<file path="config.mk">
export PLATFORM = sky130hd
export DESIGN_NAME = ex_muldiv_unit
export DESIGN_NICKNAME = d
export VERILOG_FILES = /design/src/rtl/ex_muldiv_unit.sv
export SDC_FILE = /design/constraint.sdc
export NUM_CORES = 1
export LEC_CHECK = 0
export CAP_MARGIN = 20
export CORE_UTILIZATION = 50
export DETAILED_ROUTE_END_ITERATION = 8
export PLACE_DENSITY = 0.78
export SKIP_CTS_REPAIR_TIMING = 1
export SLEW_MARGIN = 40
export SYNTH_ARGS = -nofsm -noshare
export SYNTH_HDL_FRONTEND = slang
export SYNTH_SLANG_ARGS = --single-unit
</file>
<file path="constraint.sdc">
create_clock -name clk_i -period 8.8 [get_ports clk_i]
set_input_delay 1.76 -clock clk_i [delete_from_list [all_inputs] [get_ports clk_i]]
set_output_delay 1.76 -clock clk_i [all_outputs]
set_load 0.01 [all_outputs]
</file>
<file path="src/rtl/ex_muldiv_unit.sv">
// Iterative RV32M multiply/divide unit: radix-2 shift-add multiply, restoring divide.
// Latency: DATA_WIDTH edges after accept for normal ops, result visible the cycle after accept for fast-path cases.
// Backpressure: ready_o low while iterating; start_i is dropped then, kill_i aborts to IDLE at any time.
module ex_muldiv_unit #(
    // Operand width; must be even and at least 4.
    parameter int DATA_WIDTH = 32
) (
    input  logic                  clk_i,
    input  logic                  rst_i,
    input  logic                  start_i,
    input  logic [2:0]            funct3_i,
    input  logic [DATA_WIDTH-1:0] operand1_i,
    input  logic [DATA_WIDTH-1:0] operand2_i,
    input  logic                  kill_i,
    output logic                  ready_o,
    output logic                  done_o,
    output logic [DATA_WIDTH-1:0] result_o,
    output logic                  zero_o
);

    localparam int W  = DATA_WIDTH;
    localparam int CW = $clog2(W);
    localparam logic [W-1:0]  MIN_NEG  = {1'b1, {(W-1){1'b0}}};
    localparam logic [CW-1:0] LAST_CNT = CW'(W - 1);

    typedef enum logic [1:0] {
        S_IDLE = 2'd0,
        S_CALC = 2'd1,
        S_DONE = 2'd2
    } state_t;

    state_t          r_state;
    state_t          w_state_nxt;
    logic [CW-1:0]   r_count;
    logic [2:0]      r_funct3;
    logic            r_neg;      // sign to apply to the selected result at the final step
    logic [W-1:0]    r_hi;       // multiply: product high half; divide: partial remainder
    logic [W-1:0]    r_lo;       // multiply: multiplier/product low half; divide: dividend/quotient
    logic [W-1:0]    r_mcand;    // multiply: multiplicand magnitude; divide: divisor magnitude
    logic [W-1:0]    r_result;

    // Accept-time decode
    logic            w_accept;
    logic            w_is_div;
    logic            w_op1_signed;
    logic            w_op2_signed;
    logic            w_neg1;
    logic            w_neg2;
    logic [W-1:0]    w_mag1;
    logic [W-1:0]    w_mag2;
    logic            w_div_zero;
    logic            w_ovf;
    logic            w_special;
    logic [W-1:0]    w_fast_result;
    logic            w_neg_sel;

    // Iteration datapath
    logic [W:0]      w_sum;
    logic [W:0]      w_shift;
    logic            w_ge;
    logic [W-1:0]    w_sub;
    logic [W-1:0]    w_step_hi;
    logic [W-1:0]    w_step_lo;
    logic            w_last;
    logic [2*W-1:0]  w_prod;
    logic [2*W-1:0]  w_prod_s;
    logic [W-1:0]    w_quo_s;
    logic [W-1:0]    w_rem_s;
    logic [W-1:0]    w_final;

    // Decode the request: signedness, magnitudes, and the cases answered without iterating
    always_comb begin
        w_accept     = start_i & ready_o & ~kill_i;
        w_is_div     = funct3_i[2];
        // MUL/MULH/MULHSU take op1 as signed; only MUL/MULH take op2 as signed
        w_op1_signed = w_is_div ? ~funct3_i[0] : (funct3_i[1:0] != 2'b11);
        w_op2_signed = w_is_div ? ~funct3_i[0] : ~funct3_i[1];
        w_neg1       = w_op1_signed & operand1_i[W-1];
        w_neg2       = w_op2_signed & operand2_i[W-1];
        w_mag1       = w_neg1 ? ({W{1'b0}} - operand1_i) : operand1_i;
        w_mag2       = w_neg2 ? ({W{1'b0}} - operand2_i) : operand2_i;
        w_div_zero   = (operand2_i == {W{1'b0}});
        w_ovf        = ~funct3_i[0] & (operand1_i == MIN_NEG) & (operand2_i == {W{1'b1}});
        w_special    = w_is_div & (w_div_zero | w_ovf);
        if (w_div_zero) begin
            w_fast_result = funct3_i[1] ? operand1_i : {W{1'b1}};
        end else begin
            w_fast_result = funct3_i[1] ? {W{1'b0}} : MIN_NEG;
        end
        // Remainder follows the dividend's sign; everything else is the XOR of operand signs
        w_neg_sel = (w_is_div & funct3_i[1]) ? w_neg1 : (w_neg1 ^ w_neg2);
    end

    // One radix-2 step of multiply or divide, plus sign fix-up and result select for the last step
    always_comb begin
        w_sum   = {1'b0, r_hi} + (r_lo[0] ? {1'b0, r_mcand} : {(W+1){1'b0}});
        w_shift = {r_hi, r_lo[W-1]};
        w_ge    = (w_shift >= {1'b0, r_mcand});
        // When w_ge holds the difference is below the divisor, so the low W bits are exact
        w_sub   = w_shift[W-1:0] - r_mcand;
        if (r_funct3[2]) begin
            w_step_hi = w_ge ? w_sub : w_shift[W-1:0];
            w_step_lo = {r_lo[W-2:0], w_ge};
        end else begin
            w_step_hi = w_sum[W:1];
            w_step_lo = {w_sum[0], r_lo[W-1:1]};
        end
        w_last   = (r_count == LAST_CNT);
        w_prod   = {w_step_hi, w_step_lo};
        w_prod_s = r_neg ? ({(2*W){1'b0}} - w_prod) : w_prod;
        w_quo_s  = r_neg ? ({W{1'b0}} - w_step_lo) : w_step_lo;
        w_rem_s  = r_neg ? ({W{1'b0}} - w_step_hi) : w_step_hi;
        case (r_funct3)
            3'b000:         w_final = w_prod_s[W-1:0];
            3'b100, 3'b101: w_final = w_quo_s;
            3'b110, 3'b111: w_final = w_rem_s;
            default:        w_final = w_prod_s[2*W-1:W];
        endcase
    end

    // State register
    always_ff @(posedge clk_i) begin
        if (rst_i) begin
            r_state <= S_IDLE;
        end else begin
            r_state <= w_state_nxt;
        end
    end

    // Next-state logic; kill overrides every transition
    always_comb begin
        w_state_nxt = r_state;
        case (r_state)
            S_IDLE, S_DONE: begin
                if (w_accept) begin
                    w_state_nxt = w_special ? S_DONE : S_CALC;
                end else begin
                    w_state_nxt = S_IDLE;
                end
            end
            S_CALC: begin
                if (w_last) begin
                    w_state_nxt = S_DONE;
                end
            end
            default: w_state_nxt = S_IDLE;
        endcase
        if (kill_i) begin
            w_state_nxt = S_IDLE;
        end
    end

    // Outputs decoded from registered state only
    always_comb begin
        ready_o  = (r_state == S_IDLE) || (r_state == S_DONE);
        done_o   = (r_state == S_DONE);
        result_o = r_result;
        zero_o   = (r_result == {W{1'b0}});
    end

    // Operand load at accept, iteration in CALC, result write on the final step or fast path
    always_ff @(posedge clk_i) begin
        if (rst_i) begin
            r_count  <= '0;
            r_funct3 <= '0;
            r_neg    <= 1'b0;
            r_hi     <= '0;
            r_lo     <= '0;
            r_mcand  <= '0;
            r_result <= '0;
        end else if (!kill_i) begin
            if (w_accept) begin
                r_funct3 <= funct3_i;
                r_neg    <= w_neg_sel;
                r_count  <= '0;
                r_hi     <= '0;
                if (w_is_div) begin
                    r_mcand <= w_mag2;
                    r_lo    <= w_mag1;
                end else begin
                    r_mcand <= w_mag1;
                    r_lo    <= w_mag2;
                end
                if (w_special) begin
                    r_result <= w_fast_result;
                end
            end else if (r_state == S_CALC) begin
                r_hi    <= w_step_hi;
                r_lo    <= w_step_lo;
                r_count <= r_count + CW'(1);
                if (w_last) begin
                    r_result <= w_final;
                end
            end
        end
    end

endmodule

</file>
==> results.cfg, run 1 <==
[run_status]
status = finished, final reports clean

[critical_path]
critPathRequiredTime_ns = 9.09
crit_chain = inv_1, ha_1, inv_1, fa_1, a21o_1, a221o_1, a221oi_1, o21ai_0, xnor2_1, o211ai_1, a21oi_1, o211ai_1, or3b_2, o31ai_1, xnor2_1, a221oi_1, o22ai_1
r2r_setup_slack_ns = 2.97
rr_startpoint = r_lo[31]
worstPathArrival_ns = 6.12
r2r_end = result_o[21]
cpPeakStageDelay_ns = 0.79
rr_worst_depth = 17
critPathSlowestCell = a221oi_1
criticalPathCategory = flip-flop to flip-flop
crit_path_end_kind = flip-flop
crit_fanout = 7
setup.worst_path.start_class = flip-flop

[synthesis]
synth-seq-cells = 139
synth_cell_type_count = 95
syn_inst = 2209
synth_nets = 2353
synth-edff-count = 0
async_flop_share_pct = 0
avgSynthCellArea_um2 = 6.944
yosys_warnings = 0
yosysSeqAreaShare_pct = 18.14
ys.flop_type = dfxtp_1
syn_area_um2 = 15340

[routing]
first_iter_violations = 2191
wire_per_inst_um = 23.47
top_layer = met4
via_per_inst = 6.706
wl_met1_mm = 24.71
dr.pass1.iters = 6
ant_nets = 0
wl_met2_mm = 27.18
dr_wl_met3_mm = 5.989
vias = 17540
wirelength_mm = 61.37
drc_errors = 0

[timing]
maxSlewViolCount = 0
fin_crit_ns = 5.830
fmax_mhz = 171.5
tightest_slew_ns = 0.8834
finalCritPeriodShare_pct = 66.26
fin_worst_skew_ns = 0.01361
setup_slack_ns = 2.970
rsz0062_at_grt = no
relSlewSlack_pct = 40.75
setup-tns-final_ns = 0
setup_viol = 0
hold_violations = 0
hold_ws_ns = 0.4647

[final_layout]
final_cell_area_um2 = 17110
nets = 2356
area_growth_pct = 11.51
drive_above_1_share_pct = 5.303
n_antenna_cell = 0

[hold_path]
hp-start = r_count[4]
hold_depth = 2
holdPathEnd = r_count[4]
min_path_type = flip-flop to flip-flop

[floorplan]
start_util_pct = 51.35
die_area_um2 = 31380
row_count = 63
coreArea_um2 = 29870
ios = 106
die_h_um = 177.2
die_w_um = 177.2

[clock_tree]
clkSinkCount = 139
root_buffer = clkbuf_16
cts_tree = built
htree_levels = 4
cts_inserted_buffers = 17
clock_latency_ns = 0.44
clk_pin_slew_ns = 0.07
clk_path_buf_depth = 2

[placed_design]
dp_hpwl_mm = 47.27
placed_area_um2 = 16510
place_congestion = 1.042
port_buffers = 105
pre_cts_ws_ns = 2.702

[global_route]
grt_max_degree = 75
grt_overflow = 0
antenna_found_initial = 1
gr-usage-all-layers_pct = 38.46
grt_pass1_vias = 15590
grt_pass1_wl_mm = 92.20

[power]
peakVddDrop_mv = 0.1327
cellPowerDensity_nw_per_um2 = 125.3
static-leakage-power_nw = 6.415

[run]
max_cap_violations = 0
## flip-flops by register name (all words and copies together) (netlist names)
register and count:
r_funct3 3, result_o 32, r_hi 32, r_mcand 32
r_lo 32, r_count 5, r_state 2, r_neg 1
## routing by layer
metal  vias up  global-route usage [%]
met5         -                       0
li1       8148                       -
met2       992                   60.01
met1      8237                   50.14
met4         0                   20.83
met3       158                   6.615
## cell families after synthesis
family	after synthesis	synth area share (%)
buf+inv	222	5.824
fa+ha+maj	73	6.052
xor+xnor	157	8.964
compound gates	775	33.05
flops	139	18.14
simple gates	787	24.30
mux	56	3.670
## cells in the mapped netlist, drive strengths merged, types with 54 or more instances
cell	instances	area (um^2)
mux2i	54	540.5
o21ai	140	715.7
o211ai	97	733.2
clkbuf	117	441.7
nand2	238	893.4
nor2	239	897.1
nor3	62	310.3
xnor2	95	832.1
xor2	62	543.0
a21oi	230	1170
inv	70	262.8
dfxtp	139	2783
ha	71	888.4
## report_power, final
group	leakage, nW	total (mW)	internal [mW]	switching (mW)
Sequential	1.13	0.678	0.651	0.0276
Combinational	5.02	0.758	0.260	0.498
Clock	0.264	0.707	0.371	0.337
Total	6.42	2.14	1.28	0.862
## placed cells by master (no fill, tap or decap), types with 68 or more instances in the layout
cell type / netlist / final
clkdlybuf4s50_1: 0 / 103
inv_1: 69 / 68
ha_1: 71 / 71
a21oi_1: 227 / 227
o21ai_0: 132 / 132
nand2_1: 238 / 236
nor2_1: 239 / 236
o211ai_1: 96 / 96
dfxtp_1: 139 / 137
xnor2_1: 95 / 95
## how the worst max path moves through the flow
stage                   startpoint           end  slack [ns]  depth (start not counted)
detailed placement   operand1_i[0]  result_o[30]        2.70                         16
finish                    r_lo[31]  result_o[21]        2.97                         17
global route         operand1_i[0]  result_o[30]        2.63                         17
floorplan           operand2_i[23]   result_o[2]        4.10                         14
CTS                    r_mcand[21]  result_o[16]        3.07                         19
global placement     operand1_i[0]  result_o[30]        2.85                         17
## stage by stage
step / cells / total power [mW] / utilization, %
6_report: 2615 / 2.144 / 57.26
5_1_grt: 2615 / 2.217 / 57.26
3_5_place_dp: 2582 / 1.416 / 55.25
2_1_floorplan: 2209 / 1.177 / -
4_1_cts: 2614 / 2.109 / 57.13
3_3_place_gp: 2582 / 1.406 / 55.20
## area by class of cell
| type | instances | area (um^2) |
|---|---|---|
| timing repair buffer | 135 | 1276 |
| tap | 390 | 488.0 |
| clock buffer | 17 | 425.4 |
| multi-input combinational | 1848 | 11730 |
| sequential | 139 | 2788 |
| fill | 2888 | 12770 |
| clock inverter | 15 | 135.1 |
| inverter | 71 | 267.8 |
## worst max-delay path, delay by kind of cell, from the launching register on
family / cells / cell delay, ns
AO/OA/AOI/OAI: 10 / 3.58
buffers and inverters: 2 / 0.18
adder cells (fa/ha/maj): 2 / 0.58
flip-flops: 1 / 0.39
AND/OR/NAND/NOR: 1 / 0.55
XOR/XNOR: 2 / 0.39
(Power assumes the default switching activity.)
==> inputs of run 2 (changes only) <==
Clock period 8.8 ns to 5.9 ns, I/O delays scaled along.
==> results.cfg, run 2 (synthesized netlist as in run 1, its figures left out) <==
[timing]
finalCritPeriodShare_pct = 93.59
rsz0062_at_grt = no
maxSlewViolCount = 0
hold_violations = 0
setup-tns-final_ns = 0
setup_viol = 0
fin_crit_ns = 5.522
fmax_mhz = 181.1
relSlewSlack_pct = 39.04
tightest_slew_ns = 0.9090
fin_worst_skew_ns = 0.01001
hold_ws_ns = 0.4671

[global_route]
antenna_found_initial = 2
grt_max_degree = 80
grt_overflow = 0
grt_pass1_vias = 16150
grt_pass1_wl_mm = 94.04
gr-usage-all-layers_pct = 39.33

[clock_tree]
cts_tree = built
root_buffer = clkbuf_16
clk_path_buf_depth = 2
clk_pin_slew_ns = 0.07
clock_latency_ns = 0.45
htree_levels = 4
clkSinkCount = 139
cts_inserted_buffers = 17

[critical_path]
criticalPathCategory = flip-flop to flip-flop
critPathRequiredTime_ns = 6.22
crit_chain = inv_1, ha_1, a21oi_2, o21ai_1, a2111oi_2, o211ai_1, a211oi_2, nor2_1, inv_1, ha_1, o2111ai_1, nor3_2, nand3_1, nor2_1, nand2_1, inv_1, a31oi_1, xnor2_1, o22ai_1, a2111oi_0, a2111oi_0
worstPathArrival_ns = 5.84
crit_fanout = 10
cpPeakStageDelay_ns = 0.47
critPathSlowestCell = a211oi_2
setup.worst_path.start_class = flip-flop
crit_path_end_kind = flip-flop
crit_path_frequent_cell = inv_1

[final_layout]
finalCoreUtilization_pct = 58.25
final_cell_mix = nand2_1, nor2_1, a21oi_1
final-instance-count-excl-fill = 2643
nets = 2384
area_growth_pct = 13.44
drive_above_1_share_pct = 6.128
final_common_cell = nand2_1

[routing]
wirelength_mm = 62.17
wire_per_inst_um = 23.52
first_iter_violations = 2040
top_layer = met5
vias = 17850
via_per_inst = 6.754
drc_errors = 0
dr.pass1.iters = 9
wl_met2_mm = 26.95
dr_wl_met3_mm = 6.107
ant_nets = 0
wl_met1_mm = 24.80

[placed_design]
dp_hpwl_mm = 48.86
place_inst = 2611
port_buffers = 105
place_congestion = 1.048

[run_status]
status = finished, final reports clean

[floorplan]
die_w_um = 177.2
ios = 106
coreArea_um2 = 29870
die_area_um2 = 31380
row_count = 63
start_util_pct = 51.35
die_h_um = 177.2

[power]
cellPowerDensity_nw_per_um2 = 190.6
peakVddDrop_mv = 0.1957
p_total_mw = 3.316
static-leakage-power_nw = 6.601

[run]
max_cap_violations = 0

[hold_path]
min_path_type = flip-flop to flip-flop
## run 2: worst max-delay path, delay by kind of cell, from the launching register on
kind                       cells  cell delay, ns
buffers and inverters          3            0.31
AOI/OAI and AO/OA             10            2.69
DFF                            1            0.35
adders and majority gates      2            0.65
and+or+nand+nor                5            1.20
xor gates and xnor gates       1            0.17
## run 2: final cells by class
type / instances / area, um^2
multi-input combinational: 1848 / 11720
clock inverter: 8 / 132.6
inverter: 71 / 267.8
tap: 390 / 488.0
clock buffer: 23 / 478.0
antenna: 1 / 2.502
sequential: 139 / 2788
fill: 2862 / 12470
timing repair buffer: 163 / 1523
## run 2: power breakdown
part           switching, mW  internal (mW)
sequential            0.0392          0.971
combinational          0.746          0.401
clock                  0.458          0.701
## run 2: stage by stage
step	setup slack (ns)	instance area, um^2
after floorplan	1.241	15340
final	0.3782	17400
after detailed placement	0.3228	16770
after global placement	0.3260	16700
after CTS	0.2715	17380
after global routing	0.09465	17400
## run 2: path summary, 6_finish.rpt
kind | endpoint | startpoint | slack, ns | cells after the start
setup / recovery | result_o[10] | r_mcand[20] | 0.38 | 21
hold reg to reg | r_mcand[23] | r_mcand[23] | 0.47 | 2
setup reg to reg | result_o[10] | r_mcand[20] | 0.38 | 21
hold / removal | r_mcand[23] | r_mcand[23] | 0.47 | 2
## run 2: routing by layer
metal,global-route usage [%],vias up
met5,0,-
li1,-,8203
met2,60.79,998
met4,24.50,4
met1,49.09,8400
met3,9.192,246
